`src/rtl/board_pkg.sv`:
```
// rtl/board_pkg.sv - shared constants, cell codes and FSM states for the Connect-4 board store
package board_pkg;
   localparam int ROWS        = 6;
   localparam int COLS        = 7;
   localparam int ADDR_STRIDE = 7;
   localparam int ROW_W       = 2 * COLS;

   localparam logic [1:0] CELL_EMPTY = 2'd0;
   localparam logic [1:0] CELL_P1    = 2'd1;
   localparam logic [1:0] CELL_P2    = 2'd2;

   localparam logic [5:0] MAX_MOVES = 6'(ROWS * COLS);

   typedef enum logic [2:0] {IDLE, READ, SCAN, WRITE, ACK} state_e;

   function automatic logic [1:0] cell_at(input logic [ROW_W-1:0] row, input logic [2:0] col);
      logic [ROW_W-1:0] sh;
      sh = row >> {col, 1'b0};
      return sh[1:0];
   endfunction
endpackage

```
`src/rtl/board_mem_ctrl_if.sv`:
```
// rtl/board_mem_ctrl_if.sv - VGA row-read port plus game-FSM drop/clear port of the board store
interface board_mem_ctrl_if;
   import board_pkg::*;

   logic             rden;
   logic [5:0]       addr;
   logic [ROW_W-1:0] data;
   logic             ready;
   logic             drop_req;
   logic [2:0]       drop_col;
   logic [1:0]       drop_player;
   logic             drop_ack;
   logic             drop_ok;
   logic [2:0]       drop_row;
   logic             clear;
   logic [5:0]       move_count;
   logic             board_full;

   modport master (
      output rden, addr, drop_req, drop_col, drop_player, clear,
      input  data, ready, drop_ack, drop_ok, drop_row, move_count, board_full
   );

   modport slave (
      input  rden, addr, drop_req, drop_col, drop_player, clear,
      output data, ready, drop_ack, drop_ok, drop_row, move_count, board_full
   );
endinterface

```
`src/rtl/board_row_decode.sv`:
```
// rtl/board_row_decode.sv - maps a VGA row address (multiple of the stride) to a row index
module board_row_decode
   import board_pkg::*;
(
   input  logic [5:0] addr_i,
   output logic [2:0] row_o,
   output logic       valid_o
);
   always_comb begin
      row_o   = '0;
      valid_o = 1'b0;
      for (int r = 0; r < ROWS; r++) begin
         if (addr_i == 6'(r * ADDR_STRIDE)) begin
            row_o   = 3'(r);
            valid_o = 1'b1;
         end
      end
   end
endmodule

```
`src/rtl/board_mem_ctrl.sv`:
```
// rtl/board_mem_ctrl.sv - 6x7 board store with VGA row reads and gravity drops.
// Optional move counter / full-board rejection under BOARD_MOVE_COUNT_EN.
module board_mem_ctrl
   import board_pkg::*;
(
   input  logic            clk,
   input  logic            rst,
   board_mem_ctrl_if.slave bus
);
   localparam logic [2:0] ST_IDLE  = 3'(IDLE);
   localparam logic [2:0] ST_READ  = 3'(READ);
   localparam logic [2:0] ST_SCAN  = 3'(SCAN);
   localparam logic [2:0] ST_WRITE = 3'(WRITE);
   localparam logic [2:0] ST_ACK   = 3'(ACK);

   logic [2:0]       state_q, state_d;
   logic [ROW_W-1:0] rows_q [ROWS];
   logic [ROW_W-1:0] rows_d [ROWS];
   logic [2:0]       scan_q, scan_d;
   logic [2:0]       col_q, col_d;
   logic [1:0]       player_q, player_d;
   logic             rd_armed_q, rd_armed_d;
   logic [ROW_W-1:0] data_q, data_d;
   logic             ready_q, ready_d;
   logic             ack_q, ack_d;
   logic             ok_q, ok_d;
   logic [2:0]       row_q, row_d;
   logic             board_full;
   logic [2:0]       dec_row;
   logic             dec_valid;
   logic             bad_args;

   board_row_decode u_row_decode (
      .addr_i  (bus.addr),
      .row_o   (dec_row),
      .valid_o (dec_valid)
   );

   assign bad_args = (col_q > 3'd6) || !((player_q == CELL_P1) || (player_q == CELL_P2));

   always_comb begin
      state_d    = state_q;
      rows_d     = rows_q;
      scan_d     = scan_q;
      col_d      = col_q;
      player_d   = player_q;
      data_d     = data_q;
      ok_d       = ok_q;
      row_d      = row_q;
      ready_d    = 1'b0;
      ack_d      = 1'b0;
      // The arm only comes back once the VGA has released its request.
      rd_armed_d = bus.rden ? rd_armed_q : 1'b1;

      case (state_q)
         ST_IDLE: begin
            if (bus.clear) begin
               for (int i = 0; i < ROWS; i++) rows_d[i] = '0;
            end else if (bus.rden && rd_armed_q) begin
               state_d    = ST_READ;
               ready_d    = 1'b1;
               data_d     = dec_valid ? rows_q[dec_row] : '0;
               rd_armed_d = 1'b0;
            end else if (bus.drop_req) begin
               state_d  = ST_SCAN;
               scan_d   = 3'd5;
               col_d    = bus.drop_col;
               player_d = bus.drop_player;
            end
         end
         ST_READ: state_d = ST_IDLE;
         ST_SCAN: begin
            if (bad_args || board_full) begin
               state_d = ST_ACK;
               ack_d   = 1'b1;
               ok_d    = 1'b0;
            end else if (cell_at(rows_q[scan_q], col_q) == CELL_EMPTY) begin
               state_d = ST_WRITE;
            end else if (scan_q != 3'd0) begin
               scan_d = scan_q - 3'd1;
            end else begin
               state_d = ST_ACK;
               ack_d   = 1'b1;
               ok_d    = 1'b0;
            end
         end
         ST_WRITE: begin
            // Target cell is known empty, so OR-ing the code in is a write.
            rows_d[scan_q] = rows_q[scan_q] | (ROW_W'(player_q) << {col_q, 1'b0});
            row_d   = scan_q;
            ok_d    = 1'b1;
            ack_d   = 1'b1;
            state_d = ST_ACK;
         end
         ST_ACK:  state_d = ST_IDLE;
         default: state_d = ST_IDLE;
      endcase
   end

   always_ff @(posedge clk or negedge rst) begin
      if (!rst) begin
         state_q    <= ST_IDLE;
         for (int i = 0; i < ROWS; i++) rows_q[i] <= '0;
         scan_q     <= '0;
         col_q      <= '0;
         player_q   <= '0;
         rd_armed_q <= 1'b1;
         data_q     <= '0;
         ready_q    <= 1'b0;
         ack_q      <= 1'b0;
         ok_q       <= 1'b0;
         row_q      <= '0;
      end else begin
         state_q    <= state_d;
         rows_q     <= rows_d;
         scan_q     <= scan_d;
         col_q      <= col_d;
         player_q   <= player_d;
         rd_armed_q <= rd_armed_d;
         data_q     <= data_d;
         ready_q    <= ready_d;
         ack_q      <= ack_d;
         ok_q       <= ok_d;
         row_q      <= row_d;
      end
   end

`ifdef BOARD_MOVE_COUNT_EN
   logic [5:0] count_q;

   always_ff @(posedge clk or negedge rst) begin
      if (!rst) begin
         count_q <= '0;
      end else if (state_q == ST_IDLE && bus.clear) begin
         count_q <= '0;
      end else if (state_q == ST_WRITE) begin
         count_q <= count_q + 6'd1;
      end
   end

   assign board_full     = (count_q == MAX_MOVES);
   assign bus.move_count = count_q;
`else
   assign board_full     = 1'b0;
   assign bus.move_count = '0;
`endif

   assign bus.board_full = board_full;
   assign bus.data       = data_q;
   assign bus.ready      = ready_q;
   assign bus.drop_ack   = ack_q;
   assign bus.drop_ok    = ok_q;
   assign bus.drop_row   = row_q;
endmodule

```
`src/flat_wrapper.sv`:
```
// flat-port wrapper written by rule: the top's interface ports become plain ports
module board_mem_ctrl_flat import board_pkg::*;
  (clk, rst, bus_rden, bus_addr, bus_drop_req, bus_drop_col, bus_drop_player, bus_clear, bus_data, bus_ready, bus_drop_ack, bus_drop_ok, bus_drop_row, bus_move_count, bus_board_full);
  board_mem_ctrl_if bus_i ();
  input  logic clk;
  input  logic rst;
  input wire logic [$bits(bus_i.rden)-1:0] bus_rden;
  input wire logic [$bits(bus_i.addr)-1:0] bus_addr;
  input wire logic [$bits(bus_i.drop_req)-1:0] bus_drop_req;
  input wire logic [$bits(bus_i.drop_col)-1:0] bus_drop_col;
  input wire logic [$bits(bus_i.drop_player)-1:0] bus_drop_player;
  input wire logic [$bits(bus_i.clear)-1:0] bus_clear;
  output wire logic [$bits(bus_i.data)-1:0] bus_data;
  output wire logic [$bits(bus_i.ready)-1:0] bus_ready;
  output wire logic [$bits(bus_i.drop_ack)-1:0] bus_drop_ack;
  output wire logic [$bits(bus_i.drop_ok)-1:0] bus_drop_ok;
  output wire logic [$bits(bus_i.drop_row)-1:0] bus_drop_row;
  output wire logic [$bits(bus_i.move_count)-1:0] bus_move_count;
  output wire logic [$bits(bus_i.board_full)-1:0] bus_board_full;
  assign bus_i.rden = bus_rden;
  assign bus_i.addr = bus_addr;
  assign bus_i.drop_req = bus_drop_req;
  assign bus_i.drop_col = bus_drop_col;
  assign bus_i.drop_player = bus_drop_player;
  assign bus_i.clear = bus_clear;
  assign bus_data = bus_i.data;
  assign bus_ready = bus_i.ready;
  assign bus_drop_ack = bus_i.drop_ack;
  assign bus_drop_ok = bus_i.drop_ok;
  assign bus_drop_row = bus_i.drop_row;
  assign bus_move_count = bus_i.move_count;
  assign bus_board_full = bus_i.board_full;
  board_mem_ctrl u_core (.clk(clk), .rst(rst), .bus(bus_i));
endmodule
```
`config.mk`:
```
export PLATFORM = sky130hd
export DESIGN_NAME = board_mem_ctrl_flat
export DESIGN_NICKNAME = d
export VERILOG_FILES = /design/src/rtl/board_pkg.sv /design/src/rtl/board_mem_ctrl_if.sv /design/src/rtl/board_row_decode.sv /design/src/rtl/board_mem_ctrl.sv /design/src/flat_wrapper.sv
export SDC_FILE = /design/constraint.sdc
export NUM_CORES = 1
export LEC_CHECK = 0
export ABC_AREA = 1
export CAP_MARGIN = 20
export CELL_PAD_IN_SITES_DETAIL_PLACEMENT = 0
export CELL_PAD_IN_SITES_GLOBAL_PLACEMENT = 2
export CORE_MARGIN = 2
export CORE_UTILIZATION = 35
export CTS_CLUSTER_DIAMETER = 150
export DETAILED_ROUTE_END_ITERATION = 8
export DONT_BUFFER_PORTS = 1
export GPL_TIMING_DRIVEN = 0
export PLACE_DENSITY_LB_ADDON = 0.1
export SLEW_MARGIN = 20
export SYNTH_ARGS = -nofsm -noshare
export SYNTH_HDL_FRONTEND = slang
export SYNTH_SLANG_ARGS = --single-unit
export TNS_END_PERCENT = 10
```
`constraint.sdc`:
```
create_clock -name clk -period 2.31 [get_ports clk]
set_input_delay 0.5775 -clock clk [delete_from_list [all_inputs] [get_ports clk]]
set_output_delay 0.5775 -clock clk [all_outputs]
set_load 0.05 [all_outputs]
```
### Yosys cells after proc, flatten, opt, wreduce, memory -nomap -nowiden

Cells that the tools add are included.

| cells by class | value |
|---|---|
| shift-type cells | 2 |
| bitwise operators | 5 |
| $lt $le $gt $ge | 4 |
| eq/ne operators | 20 |
| add/sub/neg operators | 1 |
| muxes and demuxes | 52 |
| $mul | 0 |
| divide/modulo/power cells | 0 |
| reductions and logical operators | 18 |

Operator list:

| kind | number |
|---|---|
| 84-bit one-hot mux with 2 select lines | 1 |
| 14-bit binary-select mux with 3-bit select | 2 |
| 84-bit bitwise mux | 1 |
| 14-bit two-way mux | 6 |
| 84-bit two-way mux | 1 |
| 3-bit two-way mux | 16 |
| 14-bit demux with 3-bit select | 1 |
| 1-bit two-way mux | 20 |
| 14-bit bitwise OR | 1 |
| 2-bit by 4-bit left shift with 14-bit output | 1 |
| 14-bit by 4-bit right shift with 2-bit output | 1 |
| 6-bit by 5-bit == test with 1-bit output (second input constant) | 2 |
| 2-bit inequality test (second input constant) | 6 |
| 3-bit by 2-bit inequality test with 1-bit output (second input constant) | 3 |
| 3-bit one-hot mux with 3 select lines | 1 |
| 3-bit AND reduction | 3 |
| 4-bit >= comparator (second input constant) | 2 |
| 3-bit NOT with 4-bit output | 2 |
| 7-bit AND reduction | 1 |
| 3-bit by 2-bit == test with 1-bit output (second input constant) | 2 |
| 6-bit by 3-bit == test with 1-bit output (second input constant) | 1 |
| 6-bit by 4-bit == test with 1-bit output (second input constant) | 1 |
| 6-bit == test (second input constant) | 1 |
| 6-bit zero test | 1 |
| other kinds (19) | 25 |

| word-level totals | value |
|---|---|
| logic and storage cells | 118 |
| flip-flop bits (word level) | 116 |
| bits in read-only memories | 0 |
| bits of input ports | 16 |
| latch bits | 0 |
| RAM bits | 0 |
| memories | 0 |
| output and inout port bits | 27 |

### Depth between registers and ports, before layout

| depth | value |
|---|---|
| depth after elaboration | 11 |
| mapped depth | 16 |
| depth with buffers taken out | 14 |

### Modules after synthesis

A second synthesis with hierarchy kept.

| second synthesis, totals | value |
|---|---|
| cells, all modules | 813 |
| area, all modules | 6217.2 µm² |

By module, submodules not included:

| module | cells each | instances | sequential area each (µm²) | area an instance (µm²) |
|---|---|---|---|---|
| board_mem_ctrl | 780 | 1 | 2904.0 | 6084.6 |
| board_row_decode | 33 | 1 | 0.0 | 132.6 |

### Worst setup path after synthesis

Ideal clock, no wire load.

| path | value |
|---|---|
| path type | input to register |
| start | input bus_addr[3] |
| end | register u_core.data_q[10], in the netlist u_core.bus.data[10] |
| arrival time | 1.659 ns |
| stages | 8 |
| setup slack | 0.534 ns |
| buffers on the path | 2 |
| cells stage by stage | nor2_1 nand4_2 nand3_2 buf_2 buf_2 o221ai_1 nand3_1 nand2_1 |

| on the way | value |
|---|---|
| cells in the longest elaborated chain, start to end | 11 |
| elaborated cells on any way between the ends | 22 |

Ends and longest elaborated chain:

| element | line | source |
|---|---|---|
| from (decl) | flat_wrapper.sv:8 | `input wire logic [$bits(bus_i.addr)-1:0] bus_addr;` |
| 6-bit by 3-bit == test with 1-bit output | board_row_decode.sv:13 | `if (addr_i == 6'(r * ADDR_STRIDE)) begin` |
| 1-bit two-way mux | board_row_decode.sv:13 |  |
| 3-bit two-way mux (4 in series) | board_row_decode.sv:13 |  |
| 3-bit NOT with 4-bit output (implied by the code) | board_mem_ctrl.sv:62 | `data_d = dec_valid ? rows_q[dec_row] : '0;` |
| 14-bit binary-select mux with 3-bit select | board_mem_ctrl.sv:62 |  |
| 14-bit two-way mux (implied by the code) (2 in series) | board_mem_ctrl.sv:62 |  |
| 14-bit two-way mux (*) | board_mem_ctrl.sv:62 |  |
| to (signal assigned) | board_mem_ctrl.sv:120 | `data_q <= data_d;` |
| to (decl) | board_mem_ctrl.sv:23 | `logic [ROW_W-1:0] data_q, data_d;` |

Mark *: on every way between the ends. The rest lies on a longest branch, timed or not. The select of a mux whose other input is x is not followed.
A chain may end at the register's enable or synchronous reset.

### Worst setup path after layout

| path | value |
|---|---|
| start | register u_core.state_q[2] |
| end | register u_core.rows_q[11] (netlist bit) |

| on the way | value |
|---|---|
| cells in the longest elaborated chain, start to end | 3 |
| elaborated cells on any way between the ends | 6 |

Ends and longest elaborated chain:

| element | line | source |
|---|---|---|
| from (decl) | board_mem_ctrl.sv:16 | `logic [2:0] state_q, state_d;` |
| from (signal assigned) | board_mem_ctrl.sv:114 | `state_q <= state_d;` |
| 3-bit by 2-bit == test with 1-bit output or 3-bit zero test (tied branches) | board_mem_ctrl.sv:55 | `case (state_q)` |
| 2-bit nonzero test (no source line) or 2-bit inequality test (tied branches) | - |  |
| 2-bit AND reduction (no source line) | - |  |
| to (signal assigned) | board_mem_ctrl.sv:115 | `rows_q <= rows_d;` |
| to (decl) | board_mem_ctrl.sv:17 | `logic [ROW_W-1:0] rows_q [ROWS];` |

Parallel ways exist; a longest one is shown, timed or not.

==> results by group <==
Setup path
  • Crit path capture: u_core.rows_q[11]$_DFFE_PN0P_
  • WP data arrival: 2.49 ns
  • WP buf/inv: 3
  • Crit path launch: u_core.state_q[2]$_DFFE_PN0P_
  • Critical R2R Capture: u_core.rows_q[11]$_DFFE_PN0P_
  • R2R Path Start: u_core.state_q[2]$_DFFE_PN0P_
  • Worst setup SP type: register
  • Critical path required time: 2.57 ns
  • Setup crit end kind: register
  • Depth of the worst register-to-register path: 9
  • Slowest cell on the critical path: dfrtp_1
  • Critical path depth in cells: 9
  • Max FO, Critical Path: 10
  • Crit-path leading delay family: simple AND/OR/NAND/NOR gates
  • Kind of critical path: register to register
  • Crit path cell chain: nor2_1 > inv_1 > nor2_4 > inv_1 > nor2_4 > nand2_1 > nand2_1 > buf_4 > o22ai_1
  • Slowest stage delay, CP: 0.39 ns
  • Reg2Reg Setup Slack: 0.08 ns

Routing
  • DR pass1 iterations: 5
  • DRT antenna net count: 0
  • Routed length per placed instance: 22.0 um
  • DR vias/cell: 5.51
  • DRC viols: 0
  • Total wire length: 23.9 mm
  • Via count: 5,991
  • Initial DRC count: 581

Clocking
  • Setup Fix Bufs, Post-CTS: 0
  • CTS clock-pin slew for the worst setup and hold paths: 0.05 ns
  • H-tree lvl count: 4
  • Longest Clk Path Bufs: 2
  • CTS root buf: clkbuf_16
  • CTS tree: built
  • Clock Sink Count: 116
  • Later-pin clock latency in the skew report: 0.43 ns
  • CTS Buf Count: 17

Global routing
  • Vias in the first global route: 5,817
  • Largest net degree at the start of global routing: 117
  • First-pass GRT wire length: 36.0 mm
  • Grt total ovfl: 0
  • Initial antenna violation count: 0
  • Total track usage: 25.2%

Place
  • Hpwl dp: 17.0 mm
  • Port bufs: 0
  • Cell total after placement: 1,055
  • Routability Congestion: 0.908

Synth
  • Synth Flop Type: dfrtp_1
  • Seq cells post-synth: 116
  • Seq/Total Area, Yosys: 45.6%
  • EDFF count, synth: 0
  • Post-synth top area cell: dfrtp_1
  • Cells after Synth: 820
  • Post-synthesis instance area: 6360 um2
  • Dominant cells by area after synthesis: dfrtp_1, nand2_1, o21ai_0, o22ai_1, nand3_1
  • Synthesized area per cell: 7.76 um2
  • Async SR Flop Fraction: 100%
  • Share of the synthesized area in the top cell type: 45.2%
  • YS warnings: 0
  • Count of cell types in the netlist: 42

Worst hold path
  • Min-delay worst type: input port to async pin

Floorplanning
  • Row count: 49
  • Die Y: 139 um
  • Io pins: 43
  • Core Area: 17,900 um2
  • Die W: 139 um
  • Die ar.: 19,300 um2
  • Initial core utilization: 35.6%

STA
  • Skew final: 0.00931 ns
  • Tcrit/Tclk final: 96.6%
  • Achievable clock frequency: 448 MHz
  • Min Hold Slack: -0.157 ns
  • Slew Limit Fails: 0
  • Finish-stage setup viols: 0
  • Post-layout minimum cycle time: 2.23 ns
  • Unrepaired setup endpoints after global routing: yes
  • Final Hold Fails: 115
  • Slew @ Worst Pin: 1.05 ns
  • Relative max-transition margin: 29.3%

Flow run
  • Max Cap Violations: 0

Cells and area
  • Antenna diodes: 0
  • Layout cells sized above 1: 12.4%
  • Synth-to-Final Area Change: 15.3%
  • Fill count: 1,883
  • Storage cell area: 2900 um2
  • Layout Cells excl Fill: 1,087
  • Most frequent cells in the layout: nand2_1, dfrtp_1, inv_1
  • Final net count: 863
  • Multi-input logic area: 2900 um2
  • Most common cell after layout, fill and taps aside: nand2_1

Outcome
  • Failing checks: hold timing
  • Run status: finished, violations left

Power
  • Pleak: 3.52 nW
  • Maximum vdd drop: 556 uV
  • Pwr per Cell Area: 1170 nW/um2
-- per-layer routing --
layer / GRT usage (%) / up-vias / share of wire, % / wire length, um
met5: 0 / - / 0 / 0
met4: 9.25 / 0 / 2.8 / 664
met3: 4.80 / 35 / 5.6 / 1340
met2: 40.6 / 193 / 47 / 11300
met1: 33.9 / 2966 / 45 / 10600
li1: - / 2797 / - / -
-- worst min path at each step --
stage          start                        endpoint  cells past startpoint
5_1_grt          rst   u_core.rows_q[54]$_DFFE_PN0P_                      0
2_1_floorplan    rst  u_core.bus.data[0]$_DFFE_PN0P_                      0
6_report         rst   u_core.rows_q[82]$_DFFE_PN0P_                      0
4_1_cts          rst   u_core.rows_q[74]$_DFFE_PN0P_                      0
3_3_place_gp     rst   u_core.rows_q[40]$_DFFE_PN0P_                      0
3_5_place_dp     rst   u_core.rows_q[82]$_DFFE_PN0P_                      0
-- stage by stage --
stage	cell area [um2]	setup TNS [ns]	utilization [%]	worst slack, ns	power, mW
floorplan	6390	0	-	0.534	4.68
global placement	6670	-10.99	37.3	-0.412	5.75
detailed placement	6680	-10.99	37.3	-0.390	5.77
CTS	7310	0	40.8	0.0220	8.60
global route	7340	-0.839	41.0	-0.0999	9.05
finish	7340	0	41.0	0.0796	8.62
-- power breakdown --
part / switching [mW] / leakage, nW / internal [mW]
clock: 0.975 / 0.300 / 1.82
combinational: 2.43 / 1.62 / 0.863
sequential: 0.303 / 1.60 / 2.23
-- synth_stat cells, drive strengths merged (2+ instances only) --
| cell | n |
|---|---|
| a311oi | 6 |
| nand2 | 229 |
| dfrtp | 115 |
| nand4 | 7 |
| a21oi | 26 |
| a22o | 5 |
| buf | 33 |
| a31oi | 6 |
| nor3 | 5 |
| o211ai | 6 |
| o21ai | 80 |
| nor2 | 56 |
| inv | 84 |
| ha | 2 |
| o221ai | 12 |
| o22ai | 53 |
| nand3 | 66 |
| clkbuf | 20 |
-- layout make-up --
class | count | area share, %
well taps | 229 | 3.90
flip-flops and latches | 116 | 39.6
clock inverters | 11 | 2.15
clock buffers | 21 | 6.14
plain buffers | 53 | 4.38
inverters | 84 | 4.36
multi-input cells | 573 | 39.5
-- registers in the layout, summed over array words and instances (netlist names) --
| name | count |
|---|---|
| u_core.scan_q | 3 |
| u_core.rd_armed_q | 1 |
| u_core.player_q | 2 |
| u_core.rows_q | 84 |
| u_core.col_q | 3 |
| u_core.bus.drop_ok | 1 |
| u_core.bus.data | 14 |
| u_core.bus.drop_row | 3 |
| u_core.bus.ready | 1 |
| u_core.bus.drop_ack | 1 |
| u_core.state_q | 3 |
-- repair_timing --
action,4_1_cts,5_1_grt
endpoints found under the hold margin,115,115
setup endpoints to repair,38,64
resized for setup,6,14
-- cells by family (layout without fill, tap and decap cells) --
group | count (synthesis) | after routing | share of synthesized area, %
AND/OR/NAND/NOR | 365 | 365 | 25.1
AO/OA/AOI/OAI | 198 | 198 | 18.7
buffers and inverters | 137 | 169 | 9.95
flip-flops | 116 | 116 | 45.6
adder cells (fa/ha/maj) | 2 | 2 | 0.393
other | 1 | 7 | 0.0589
multiplexers | 1 | 1 | 0.177
Power figures use the tool's default switching activity.
